## src/rtl/cache_refill_engine_if.sv

```systemverilog
// Miss-request, memory-beat and fill-return bundle of the refill engine.
// slave = engine side, master = controller/memory side.
interface cache_refill_engine_if #(
  parameter int WAYS            = 4,
  parameter int TAG_BITS        = 18,
  parameter int INDEX_BITS      = 8,
  parameter int OFFSET_BITS     = 6,
  parameter int DATA_WIDTH      = 32,
  parameter int LINE_SIZE_BYTES = 64
);
  localparam int WAY_W  = $clog2(WAYS);
  localparam int ADDR_W = TAG_BITS + INDEX_BITS + OFFSET_BITS;
  localparam int LINE_W = LINE_SIZE_BYTES * 8;

  logic                  miss_valid;
  logic                  miss_ready;
  logic [ADDR_W-1:0]     miss_addr;
  logic [WAYS-1:0]       set_valid;
  logic [WAYS-1:0]       set_dirty;
  logic [WAYS-1:0]       set_lru;
  logic [WAY_W-1:0]      victim_way;
  logic [TAG_BITS-1:0]   victim_tag;
  logic [LINE_W-1:0]     victim_line;
  logic                  mem_req;
  logic                  mem_we;
  logic [ADDR_W-1:0]     mem_addr;
  logic [DATA_WIDTH-1:0] mem_wdata;
  logic                  mem_ack;
  logic [DATA_WIDTH-1:0] mem_rdata;
  logic                  fill_valid;
  logic [WAY_W-1:0]      fill_way;
  logic [INDEX_BITS-1:0] fill_index;
  logic [TAG_BITS-1:0]   fill_tag;
  logic [LINE_W-1:0]     fill_line;
  logic                  busy;

  modport slave (
    input  miss_valid, miss_addr, set_valid, set_dirty, set_lru,
    input  victim_tag, victim_line, mem_ack, mem_rdata,
    output miss_ready, victim_way, mem_req, mem_we, mem_addr, mem_wdata,
    output fill_valid, fill_way, fill_index, fill_tag, fill_line, busy
  );

  modport master (
    output miss_valid, miss_addr, set_valid, set_dirty, set_lru,
    output victim_tag, victim_line, mem_ack, mem_rdata,
    input  miss_ready, victim_way, mem_req, mem_we, mem_addr, mem_wdata,
    input  fill_valid, fill_way, fill_index, fill_tag, fill_line, busy
  );
endinterface

```

## src/rtl/cache_refill_engine.sv

```systemverilog
// Cache miss refill: victim select, dirty write-back, then
// critical-word-first line fetch returned as a one-cycle fill pulse.
module cache_refill_engine #(
  parameter int WAYS            = 4,
  parameter int TAG_BITS        = 18,
  parameter int INDEX_BITS      = 8,
  parameter int OFFSET_BITS     = 6,
  parameter int DATA_WIDTH      = 32,
  parameter int LINE_SIZE_BYTES = 64
) (
  input logic                  clk,
  input logic                  rst,
  cache_refill_engine_if.slave bus
);
  localparam int WAY_W  = $clog2(WAYS);
  localparam int ADDR_W = TAG_BITS + INDEX_BITS + OFFSET_BITS;
  localparam int LINE_W = LINE_SIZE_BYTES * 8;
  localparam int WORDS  = LINE_W / DATA_WIDTH;
  localparam int BEAT_W = $clog2(WORDS);
  localparam int CNT_W  = BEAT_W + 1;
  localparam int LSB_W  = OFFSET_BITS - BEAT_W;

  typedef enum logic [2:0] {
    S_IDLE, S_SELECT, S_WB, S_FILL, S_DONE
  } state_t;

  state_t                state_q, state_d;
  logic [TAG_BITS-1:0]   tag_q, tag_d;
  logic [INDEX_BITS-1:0] idx_q, idx_d;
  logic [BEAT_W-1:0]     crit_q, crit_d;
  logic [WAYS-1:0]       valid_q, valid_d;
  logic [WAYS-1:0]       dirty_q, dirty_d;
  logic [WAYS-1:0]       lru_q, lru_d;
  logic [WAY_W-1:0]      victim_q, victim_d;
  logic [TAG_BITS-1:0]   wb_tag_q, wb_tag_d;
  logic [LINE_W-1:0]     wb_line_q, wb_line_d;
  logic [BEAT_W-1:0]     beat_q, beat_d;
  logic [CNT_W-1:0]      done_q, done_d;
  logic [LINE_W-1:0]     line_q, line_d;
  logic                  mem_req_q, mem_req_d;
  logic                  mem_we_q, mem_we_d;
  logic [ADDR_W-1:0]     mem_addr_q, mem_addr_d;
  logic [DATA_WIDTH-1:0] mem_wdata_q, mem_wdata_d;
  logic                  fill_valid_q, fill_valid_d;
  logic [WAY_W-1:0]      fill_way_q, fill_way_d;
  logic [INDEX_BITS-1:0] fill_index_q, fill_index_d;
  logic [TAG_BITS-1:0]   fill_tag_q, fill_tag_d;
  logic [LINE_W-1:0]     fill_line_q, fill_line_d;

  logic [WAY_W-1:0]  sel;
  logic              need_wb;
  logic              beat_done;
  logic              last_beat;
  logic [BEAT_W-1:0] beat_nxt;
  logic [LINE_W-1:0] line_upd;
  logic              unused;

  assign unused = ^bus.miss_addr[1:0];

  function automatic logic [ADDR_W-1:0] beat_addr(
    input logic [TAG_BITS-1:0]   t,
    input logic [INDEX_BITS-1:0] i,
    input logic [BEAT_W-1:0]     b
  );
    return {t, i, b, {LSB_W{1'b0}}};
  endfunction

  // invalid ways beat not-recently-used ways; way 0 if neither exists
  always_comb begin
    sel = '0;
    for (int i = WAYS-1; i >= 0; i--)
      if (!lru_q[i]) sel = WAY_W'(i);
    for (int i = WAYS-1; i >= 0; i--)
      if (!valid_q[i]) sel = WAY_W'(i);
  end

  assign need_wb   = valid_q[sel] & dirty_q[sel];
  assign beat_done = mem_req_q & bus.mem_ack;
  assign last_beat = done_q == CNT_W'(WORDS-1);
  assign beat_nxt  = beat_q + 1'b1;

  always_comb begin
    line_upd = line_q;
    line_upd[int'(beat_q)*DATA_WIDTH +: DATA_WIDTH] = bus.mem_rdata;
  end

  always_comb begin
    state_d      = state_q;
    tag_d        = tag_q;
    idx_d        = idx_q;
    crit_d       = crit_q;
    valid_d      = valid_q;
    dirty_d      = dirty_q;
    lru_d        = lru_q;
    victim_d     = victim_q;
    wb_tag_d     = wb_tag_q;
    wb_line_d    = wb_line_q;
    beat_d       = beat_q;
    done_d       = done_q;
    line_d       = line_q;
    mem_req_d    = mem_req_q;
    mem_we_d     = mem_we_q;
    mem_addr_d   = mem_addr_q;
    mem_wdata_d  = mem_wdata_q;
    fill_valid_d = 1'b0;
    fill_way_d   = fill_way_q;
    fill_index_d = fill_index_q;
    fill_tag_d   = fill_tag_q;
    fill_line_d  = fill_line_q;
    unique case (state_q)
      S_IDLE: begin
        if (bus.miss_valid) begin
          tag_d   = bus.miss_addr[ADDR_W-1 -: TAG_BITS];
          idx_d   = bus.miss_addr[OFFSET_BITS +: INDEX_BITS];
          crit_d  = bus.miss_addr[LSB_W +: BEAT_W];
          valid_d = bus.set_valid;
          dirty_d = bus.set_dirty;
          lru_d   = bus.set_lru;
          state_d = S_SELECT;
        end
      end
      S_SELECT: begin
        victim_d  = sel;
        done_d    = '0;
        mem_req_d = 1'b1;
        if (need_wb) begin
          // victim_way has been on the port all of this cycle
          wb_tag_d    = bus.victim_tag;
          wb_line_d   = bus.victim_line;
          beat_d      = '0;
          mem_we_d    = 1'b1;
          mem_addr_d  = beat_addr(bus.victim_tag, idx_q, '0);
          mem_wdata_d = bus.victim_line[DATA_WIDTH-1:0];
          state_d     = S_WB;
        end else begin
          beat_d     = crit_q;
          mem_we_d   = 1'b0;
          mem_addr_d = beat_addr(tag_q, idx_q, crit_q);
          state_d    = S_FILL;
        end
      end
      S_WB: begin
        if (beat_done) begin
          done_d = done_q + 1'b1;
          beat_d = beat_nxt;
          if (last_beat) begin
            done_d     = '0;
            beat_d     = crit_q;
            mem_we_d   = 1'b0;
            mem_addr_d = beat_addr(tag_q, idx_q, crit_q);
            state_d    = S_FILL;
          end else begin
            mem_addr_d  = beat_addr(wb_tag_q, idx_q, beat_nxt);
            mem_wdata_d =
              wb_line_q[int'(beat_nxt)*DATA_WIDTH +: DATA_WIDTH];
          end
        end
      end
      S_FILL: begin
        if (beat_done) begin
          line_d = line_upd;
          done_d = done_q + 1'b1;
          beat_d = beat_nxt;
          if (last_beat) begin
            mem_req_d    = 1'b0;
            fill_valid_d = 1'b1;
            fill_way_d   = victim_q;
            fill_index_d = idx_q;
            fill_tag_d   = tag_q;
            fill_line_d  = line_upd;
            state_d      = S_DONE;
          end else begin
            mem_addr_d = beat_addr(tag_q, idx_q, beat_nxt);
          end
        end
      end
      S_DONE: state_d = S_IDLE;
      default: state_d = S_IDLE;
    endcase
  end

  always_ff @(posedge clk) begin
    if (!rst) begin
      state_q      <= S_IDLE;
      tag_q        <= '0;
      idx_q        <= '0;
      crit_q       <= '0;
      valid_q      <= '0;
      dirty_q      <= '0;
      lru_q        <= '0;
      victim_q     <= '0;
      wb_tag_q     <= '0;
      wb_line_q    <= '0;
      beat_q       <= '0;
      done_q       <= '0;
      line_q       <= '0;
      mem_req_q    <= 1'b0;
      mem_we_q     <= 1'b0;
      mem_addr_q   <= '0;
      mem_wdata_q  <= '0;
      fill_valid_q <= 1'b0;
      fill_way_q   <= '0;
      fill_index_q <= '0;
      fill_tag_q   <= '0;
      fill_line_q  <= '0;
    end else begin
      state_q      <= state_d;
      tag_q        <= tag_d;
      idx_q        <= idx_d;
      crit_q       <= crit_d;
      valid_q      <= valid_d;
      dirty_q      <= dirty_d;
      lru_q        <= lru_d;
      victim_q     <= victim_d;
      wb_tag_q     <= wb_tag_d;
      wb_line_q    <= wb_line_d;
      beat_q       <= beat_d;
      done_q       <= done_d;
      line_q       <= line_d;
      mem_req_q    <= mem_req_d;
      mem_we_q     <= mem_we_d;
      mem_addr_q   <= mem_addr_d;
      mem_wdata_q  <= mem_wdata_d;
      fill_valid_q <= fill_valid_d;
      fill_way_q   <= fill_way_d;
      fill_index_q <= fill_index_d;
      fill_tag_q   <= fill_tag_d;
      fill_line_q  <= fill_line_d;
    end
  end

  assign bus.miss_ready = state_q == S_IDLE;
  assign bus.busy       = state_q != S_IDLE;
  assign bus.victim_way = (state_q == S_SELECT) ? sel : victim_q;
  assign bus.mem_req    = mem_req_q;
  assign bus.mem_we     = mem_we_q;
  assign bus.mem_addr   = mem_addr_q;
  assign bus.mem_wdata  = mem_wdata_q;
  assign bus.fill_valid = fill_valid_q;
  assign bus.fill_way   = fill_way_q;
  assign bus.fill_index = fill_index_q;
  assign bus.fill_tag   = fill_tag_q;
  assign bus.fill_line  = fill_line_q;
endmodule

```

## src/flat_wrapper.sv

```systemverilog
// flat-port wrapper written by rule: the top's interface ports become plain ports
module cache_refill_engine_flat 
#(
  parameter int WAYS            = 4,
  parameter int TAG_BITS        = 18,
  parameter int INDEX_BITS      = 8,
  parameter int OFFSET_BITS     = 6,
  parameter int DATA_WIDTH      = 32,
  parameter int LINE_SIZE_BYTES = 64
)
  (clk, rst, bus_miss_valid, bus_miss_addr, bus_set_valid, bus_set_dirty, bus_set_lru, bus_victim_tag, bus_victim_line, bus_mem_ack, bus_mem_rdata, bus_miss_ready, bus_victim_way, bus_mem_req, bus_mem_we, bus_mem_addr, bus_mem_wdata, bus_fill_valid, bus_fill_way, bus_fill_index, bus_fill_tag, bus_fill_line, bus_busy);
  cache_refill_engine_if #(.WAYS(WAYS), .TAG_BITS(TAG_BITS), .INDEX_BITS(INDEX_BITS), .OFFSET_BITS(OFFSET_BITS), .DATA_WIDTH(DATA_WIDTH), .LINE_SIZE_BYTES(LINE_SIZE_BYTES)) bus_i ();
  input logic clk;
  input logic rst;
  input wire logic [$bits(bus_i.miss_valid)-1:0] bus_miss_valid;
  input wire logic [$bits(bus_i.miss_addr)-1:0] bus_miss_addr;
  input wire logic [$bits(bus_i.set_valid)-1:0] bus_set_valid;
  input wire logic [$bits(bus_i.set_dirty)-1:0] bus_set_dirty;
  input wire logic [$bits(bus_i.set_lru)-1:0] bus_set_lru;
  input wire logic [$bits(bus_i.victim_tag)-1:0] bus_victim_tag;
  input wire logic [$bits(bus_i.victim_line)-1:0] bus_victim_line;
  input wire logic [$bits(bus_i.mem_ack)-1:0] bus_mem_ack;
  input wire logic [$bits(bus_i.mem_rdata)-1:0] bus_mem_rdata;
  output wire logic [$bits(bus_i.miss_ready)-1:0] bus_miss_ready;
  output wire logic [$bits(bus_i.victim_way)-1:0] bus_victim_way;
  output wire logic [$bits(bus_i.mem_req)-1:0] bus_mem_req;
  output wire logic [$bits(bus_i.mem_we)-1:0] bus_mem_we;
  output wire logic [$bits(bus_i.mem_addr)-1:0] bus_mem_addr;
  output wire logic [$bits(bus_i.mem_wdata)-1:0] bus_mem_wdata;
  output wire logic [$bits(bus_i.fill_valid)-1:0] bus_fill_valid;
  output wire logic [$bits(bus_i.fill_way)-1:0] bus_fill_way;
  output wire logic [$bits(bus_i.fill_index)-1:0] bus_fill_index;
  output wire logic [$bits(bus_i.fill_tag)-1:0] bus_fill_tag;
  output wire logic [$bits(bus_i.fill_line)-1:0] bus_fill_line;
  output wire logic [$bits(bus_i.busy)-1:0] bus_busy;
  assign bus_i.miss_valid = bus_miss_valid;
  assign bus_i.miss_addr = bus_miss_addr;
  assign bus_i.set_valid = bus_set_valid;
  assign bus_i.set_dirty = bus_set_dirty;
  assign bus_i.set_lru = bus_set_lru;
  assign bus_i.victim_tag = bus_victim_tag;
  assign bus_i.victim_line = bus_victim_line;
  assign bus_i.mem_ack = bus_mem_ack;
  assign bus_i.mem_rdata = bus_mem_rdata;
  assign bus_miss_ready = bus_i.miss_ready;
  assign bus_victim_way = bus_i.victim_way;
  assign bus_mem_req = bus_i.mem_req;
  assign bus_mem_we = bus_i.mem_we;
  assign bus_mem_addr = bus_i.mem_addr;
  assign bus_mem_wdata = bus_i.mem_wdata;
  assign bus_fill_valid = bus_i.fill_valid;
  assign bus_fill_way = bus_i.fill_way;
  assign bus_fill_index = bus_i.fill_index;
  assign bus_fill_tag = bus_i.fill_tag;
  assign bus_fill_line = bus_i.fill_line;
  assign bus_busy = bus_i.busy;
  cache_refill_engine #(.WAYS(WAYS), .TAG_BITS(TAG_BITS), .INDEX_BITS(INDEX_BITS), .OFFSET_BITS(OFFSET_BITS), .DATA_WIDTH(DATA_WIDTH), .LINE_SIZE_BYTES(LINE_SIZE_BYTES)) u_core (.clk(clk), .rst(rst), .bus(bus_i));
endmodule
```

## config.mk

```make
export PLATFORM = sky130hd
export DESIGN_NAME = cache_refill_engine_flat
export DESIGN_NICKNAME = d
export VERILOG_FILES = /design/src/rtl/cache_refill_engine_if.sv /design/src/rtl/cache_refill_engine.sv /design/src/flat_wrapper.sv
export SDC_FILE = /design/constraint.sdc
export NUM_CORES = 2
export LEC_CHECK = 0
export CORE_AREA = 2 2 481 483
export DETAILED_ROUTE_END_ITERATION = 12
export DIE_AREA = 0 0 483 485
export GPL_TIMING_DRIVEN = 0
export SYNTH_ARGS = -nofsm -noshare
export SYNTH_HDL_FRONTEND = slang
export SYNTH_SLANG_ARGS = --single-unit
```

## constraint.sdc

```tcl
create_clock -name clk -period 2.65 [get_ports clk]
set_clock_uncertainty 0.05 [all_clocks]
set_input_delay 0.6625 -clock clk [delete_from_list [all_inputs] [get_ports clk]]
set_output_delay 0.6625 -clock clk [all_outputs]
set_load 0.005 [all_outputs]
```

# After elaboration in Yosys (flattened, before gate mapping)
# Cells that the tools add are included.
# totals
ff_bits	1705
output_inout_bits	611
wordCells	105
# op_classes
addsub	3
magnitude_cmp	1
n_eq_ne	12
shifts	3
mux	46
bitwise	2
n_reduce_logical	16
# ops
cell	n
512-bit bitwise mux	1
32-bit by 33-bit variable shift with 512-bit output, first input constant	1
32-bit by 33-bit indexed part select with 512-bit output	1
512-bit by 10-bit indexed part select with 32-bit output	1
32-bit two-way mux	8
32-bit one-hot mux with 3 select lines	1
32-bit one-hot mux with 2 select lines	1
9-bit negator with 33-bit output	1
2-bit two-way mux	9
4-bit two-way mux	4
3-bit two-way mux	5
5-bit two-way mux	3
5-bit one-hot mux with 3 select lines	1
3-bit AND reduction	5
3-bit one-hot mux with 4 select lines	1
4-bit one-hot mux with 3 select lines	1
2-bit by 1-bit != test with 1-bit output, second input constant	5
4-bit AND reduction	2
1-bit two-way mux	7
3-bit by 2-bit == test with 1-bit output, second input constant	2
2-bit != test, second input constant	3
2-bit AND reduction	3
3-bit nonzero test	2
5-bit by 1-bit adder with 5-bit output, second input constant	1
10 further kinds	14

# Logic depth before layout (Yosys ltp)
# logic_depth
word_depth	13
mapped_depth	14
depth_no_buf	11

# Worst setup path after synthesis
# Ideal clock, no wire load.
# synth_timing
kind	register to register
start	reg u_core.beat_q[0]
end	reg u_core.line_q[164]
setup_time_ns	0.115
t_arrival_ns	2.598
slack_ns	-0.113
stages_incl_launch_ff	14
period_less_slack_ns	2.763
path_cell_list	dfxtp_1 -> buf_2 -> buf_2 -> clkbuf_1 -> nor3_1 -> ha_1 -> clkbuf_1 -> a21boi_1 -> buf_4 -> nand3_1 -> clkbuf_1 -> nand2_1 -> o21ai_0 -> and2_1
# synth_between
elab_chain_len	3
word_cells_on_any_way	4
classes_between	add/sub (1); shift (2); mux (1)
# synth_rtl
item	line	source
from (decl)	cache_refill_engine.sv:37	logic [BEAT_W-1:0] beat_q, beat_d;
from (signal assigned)	cache_refill_engine.sv:217	beat_q <= beat_d;
9-bit negator with 33-bit output *	cache_refill_engine.sv:84	line_upd[int'(beat_q)*DATA_WIDTH +: DATA_WIDTH] = bus.mem_rdata;
32-bit by 33-bit indexed part select with 512-bit output / 32-bit by 33-bit variable shift with 512-bit output (equally long branches)	cache_refill_engine.sv:84	
512-bit bitwise mux *	cache_refill_engine.sv:84	
to (signal assigned)	cache_refill_engine.sv:219	line_q <= line_d;
to (decl)	cache_refill_engine.sv:39	logic [LINE_W-1:0] line_q, line_d;
# Mark *: on every way between the ends. The rest lies on a longest branch, timed or not.
# A chain may end at the register's enable or synchronous reset.

# Worst setup path in the final report
# layout_timing
start	reg u_core.beat_q[2]
end	reg u_core.mem_wdata_q[16] (netlist: u_core.bus.mem_wdata[16])
# layout_between
elab_chain_len	5
# layout_rtl
item	line	source
4-bit by 1-bit adder with 4-bit output	cache_refill_engine.sv:80	assign beat_nxt = beat_q + 1'b1;
512-bit by 10-bit indexed part select with 32-bit output	cache_refill_engine.sv:155	wb_line_q[int'(beat_nxt)*DATA_WIDTH +: DATA_WIDTH];
32-bit two-way mux	cache_refill_engine.sv:146	if (last_beat) begin
32-bit two-way mux	cache_refill_engine.sv:143	if (beat_done) begin
32-bit one-hot mux with 2 select lines	cache_refill_engine.sv:110	unique case (state_q)
to (signal assigned)	cache_refill_engine.sv:223	mem_wdata_q <= mem_wdata_d;
to (decl)	cache_refill_engine.sv:43	logic [DATA_WIDTH-1:0] mem_wdata_q, mem_wdata_d;
# No other way between the ends. The select of a mux whose other input is x is not followed.

==> results_dict.tcl <==
set metrics [dict create \
    ctsHoldBuffers 0 \
    cp.arrival_ns 3.55 \
    drt_drc_violations_left 0 \
    peakVddDrop_mv 0.498 \
    fillers 22250 \
    seq_area_sq_um 34100 \
    dominantRegCellSynth "dfxtp_1" \
    portBuffers 1183 \
    drt_iter0_markers 6880 \
    cts.path.max_buffers 3 \
    initial_core_util_pct 31.6 \
    synthSimpleGateAreaFrac_pct 20.4 \
    finalHoldViolCount 0 \
    die_h_um 485 \
    ys_ff_latch 1703 \
    synth_cells 8361 \
    setup_ws_ns -0.239 \
    grt_start_max_net_pins 17 \
    yosys.cell_types.count 58 \
    die_x_um 483 \
    finalSetupViolations 398 \
    synth_top_area_cell "dfxtp_1" \
    numCtsBuffers 186 \
    gp_congestion 1.04 \
    fin_area_sq_um 103000 \
    grt_pass1_wl_um 519000 \
    p_per_area_nw_per_um2 699 \
    grt_pass1_vias 68778 \
    num-nets-final 10644 \
    routed_via_density 5.49 \
    clock_latency_ns 0.87 \
    dp_hpwl_um 301000 \
    hold_path_class "primary input to flip-flop" \
    ioPinCount 1221 \
    crit_fanout 10 \
    synth_compound_area_share_pct 21.7 \
    fin_cells 13220 \
    htree_num_levels 4 \
    maxCapViolCount 15 \
    grt_use_met1_pct 35.6 \
    status "finished with violations" \
    cts.sink_count 1703 \
    holdWs_ns 0.293 \
    cts_tree "built" \
    synth.cell_area_sq_um 72300 \
    start_kind "flip-flop" \
    dieArea_sq_um 234000 \
    rows 176 \
    async_flop_share_pct 0 \
    grtUsageTotal_pct 30.8 \
    synth-xor-area-share_pct 0.0484 \
    r2r_slack_ns -0.24 \
    synthMuxAreaShare_pct 5.36 \
    finalMaxSlewViolations 154 \
    p_leak_nw 42.1 \
    synthMostInstantiatedCell "nand2_1" \
    tightest_slew_ns 1.73 \
    area_growth_pct 42.1 \
    top_usage_layer "met2" \
    relSlewSlack_pct -15.0 \
    wl_per_cell_um 29.1 \
    rsz0062_at_grt "true" \
    synth-edff-count 0 \
    drt_wl_total_um 385000 \
    timing.setup.tns_ns -24.75 \
    met3_usage_pct 7.16 \
    grt_overflow 0 \
    vias 72525 \
    met2_usage_pct 51.9 \
    syn_avg_cell_area_sq_um 8.65 \
    cts-root-buf "clkbuf_16" \
    synth_common_cells "2181 x nand2_1, 1703 x dfxtp_1, 592 x nand3_1" \
    synth_top_family_by_area "compound AO/OA/AOI/OAI gates" \
    fmax_mhz 346 \
    drt_pre_antenna_iters 6 \
    post_dp_cell_area_sq_um 88100 \
    synth-seq-area-share_pct 47.1 \
    multi_input_area_sq_um 37200 \
    synth_top_area_share_pct 47.1 \
    end_kind "flip-flop" \
    crit_required_ns 3.31 \
    violations "capacitance limit, slew limit, setup timing" \
    synthAdderAreaFrac_pct 0.138 \
    p_total_mw 71.9 \
    synth-warning-count 0 \
    ant_nets 0 \
    core-area_sq_um 229000 \
    min_period_over_period_pct 109 \
    final.min_clock_period_ns 2.89 \
    dpl.cell_count 12574 \
    clkTransAtPathRegs_ns 0.06 \
    worstSetupPathType "flip-flop to flip-flop" \
    synth.area.top_cells "dfxtp_1 47%, nand2_1 11%, o211a_1 7.1%, nand3_1 4.1%, o211ai_1 4.0%" \
    antenna_found_initial 44 \
    drive_above_1_share_pct 16.5 \
]
## cell usage in the layout, fill, tap and decap left out, drive strengths merged, types with 3 or more instances in the layout
cell	n
nand2	2185
buf	595
bufinv	17
o211a	512
o211ai	388
nand3	599
o2bb2ai	32
o2111ai	4
mux4	128
dfxtp	1703
and2	430
mux2i	99
a21oi	79
clkinvlp	6
nor2b	5
a221o	18
ha	8
o21a	20
clkbuf	798
nand4	38
a211oi	34
clkinv	34
nor3	7
inv	18
o21ai	931
a21boi	211
clkdlybuf4s50	1179
xnor2	3
and3	33
nor3b	3
nor2	24
diode	24
nand2b	8
## worst max-delay path, stage by stage, from the launching register on
cell	delay, ns
dfxtp_1	0.49
buf_8	0.25
nand3_1	0.21
xnor2_4	0.40
nand2b_1	0.37
clkbuf_2	0.50
a21oi_2	0.21
a211oi_2	0.19
o2bb2ai_1	0.09
## state kept, by name, summed over array words and instances (netlist names), 5 cells and up
register / cells
u_core.bus.fill_line: 512
u_core.bus.mem_wdata: 32
u_core.line_q: 512
u_core.tag_q: 18
u_core.bus.mem_addr: 30
u_core.idx_q: 8
u_core.done_q: 5
u_core.bus.fill_index: 8
u_core.wb_tag_q: 18
u_core.wb_line_q: 512
u_core.bus.fill_tag: 18
## path summary, 6_finish.rpt
| kind | endpoint | cells past startpoint | from |
|---|---|---|---|
| hold reg to reg | u_core.line_q[8] | 2 | u_core.line_q[8] |
| setup / recovery | u_core.bus.mem_wdata[16] | 8 | u_core.beat_q[2] |
| hold / removal | u_core.wb_line_q[264] | 3 | bus_victim_line[264] |
| setup reg to reg | u_core.bus.mem_wdata[16] | 8 | u_core.beat_q[2] |
## where the power goes
group	total (mW)	switching [mW]	internal, mW
sequential	26.5	0.472	26.0
clock	27.2	11.5	15.7
combinational	18.2	10.0	8.13
total	71.9	22.0	49.9
## per-stage QoR
stage / utilization [%] / setup WS [ns]
after global placement: 38.4 / -2.61
after global routing: 44.9 / -0.302
after detailed placement: 38.4 / -2.43
after floorplan: - / -0.0267
after CTS: 42.1 / -0.358
final: 44.9 / -0.239
## metal layers
| layer | part of all wire [%] | up-vias |
|---|---|---|
| met5 | 0.043 | - |
| li1 | - | 32600 |
| met4 | 7.2 | 26 |
| met3 | 8.5 | 765 |
| met2 | 47 | 3495 |
| met1 | 37 | 35639 |
## logic make-up after synthesis
family / Yosys count
AND/OR/NAND/NOR: 3337
multiplexers: 227
AO/OA/AOI/OAI: 2237
adder cells (fa/ha/maj): 8
XOR/XNOR: 4
flip-flops: 1703
other: 1
buffers and inverters: 844
## cell type report
type,instances,area share [%]
Tap cell,3026,3.68
Multi-Input combinational cell,5818,36.2
Clock buffer,271,5.22
Buffer,819,5.49
Clock inverter,61,0.866
Sequential cell,1703,33.2
Timing Repair Buffer,1484,15.3
Antenna cell,24,0.0584
Inverter,14,0.0572
## timing repair
item | CTS | global route
buffers inserted | 56 | 191
endpoints found under the setup margin | 1748 | 1671
gates resized for setup | 565 | 1227
gates cloned | 3 | 53
pin swaps | 112 | 312
Power figures use the tool's default switching activity.
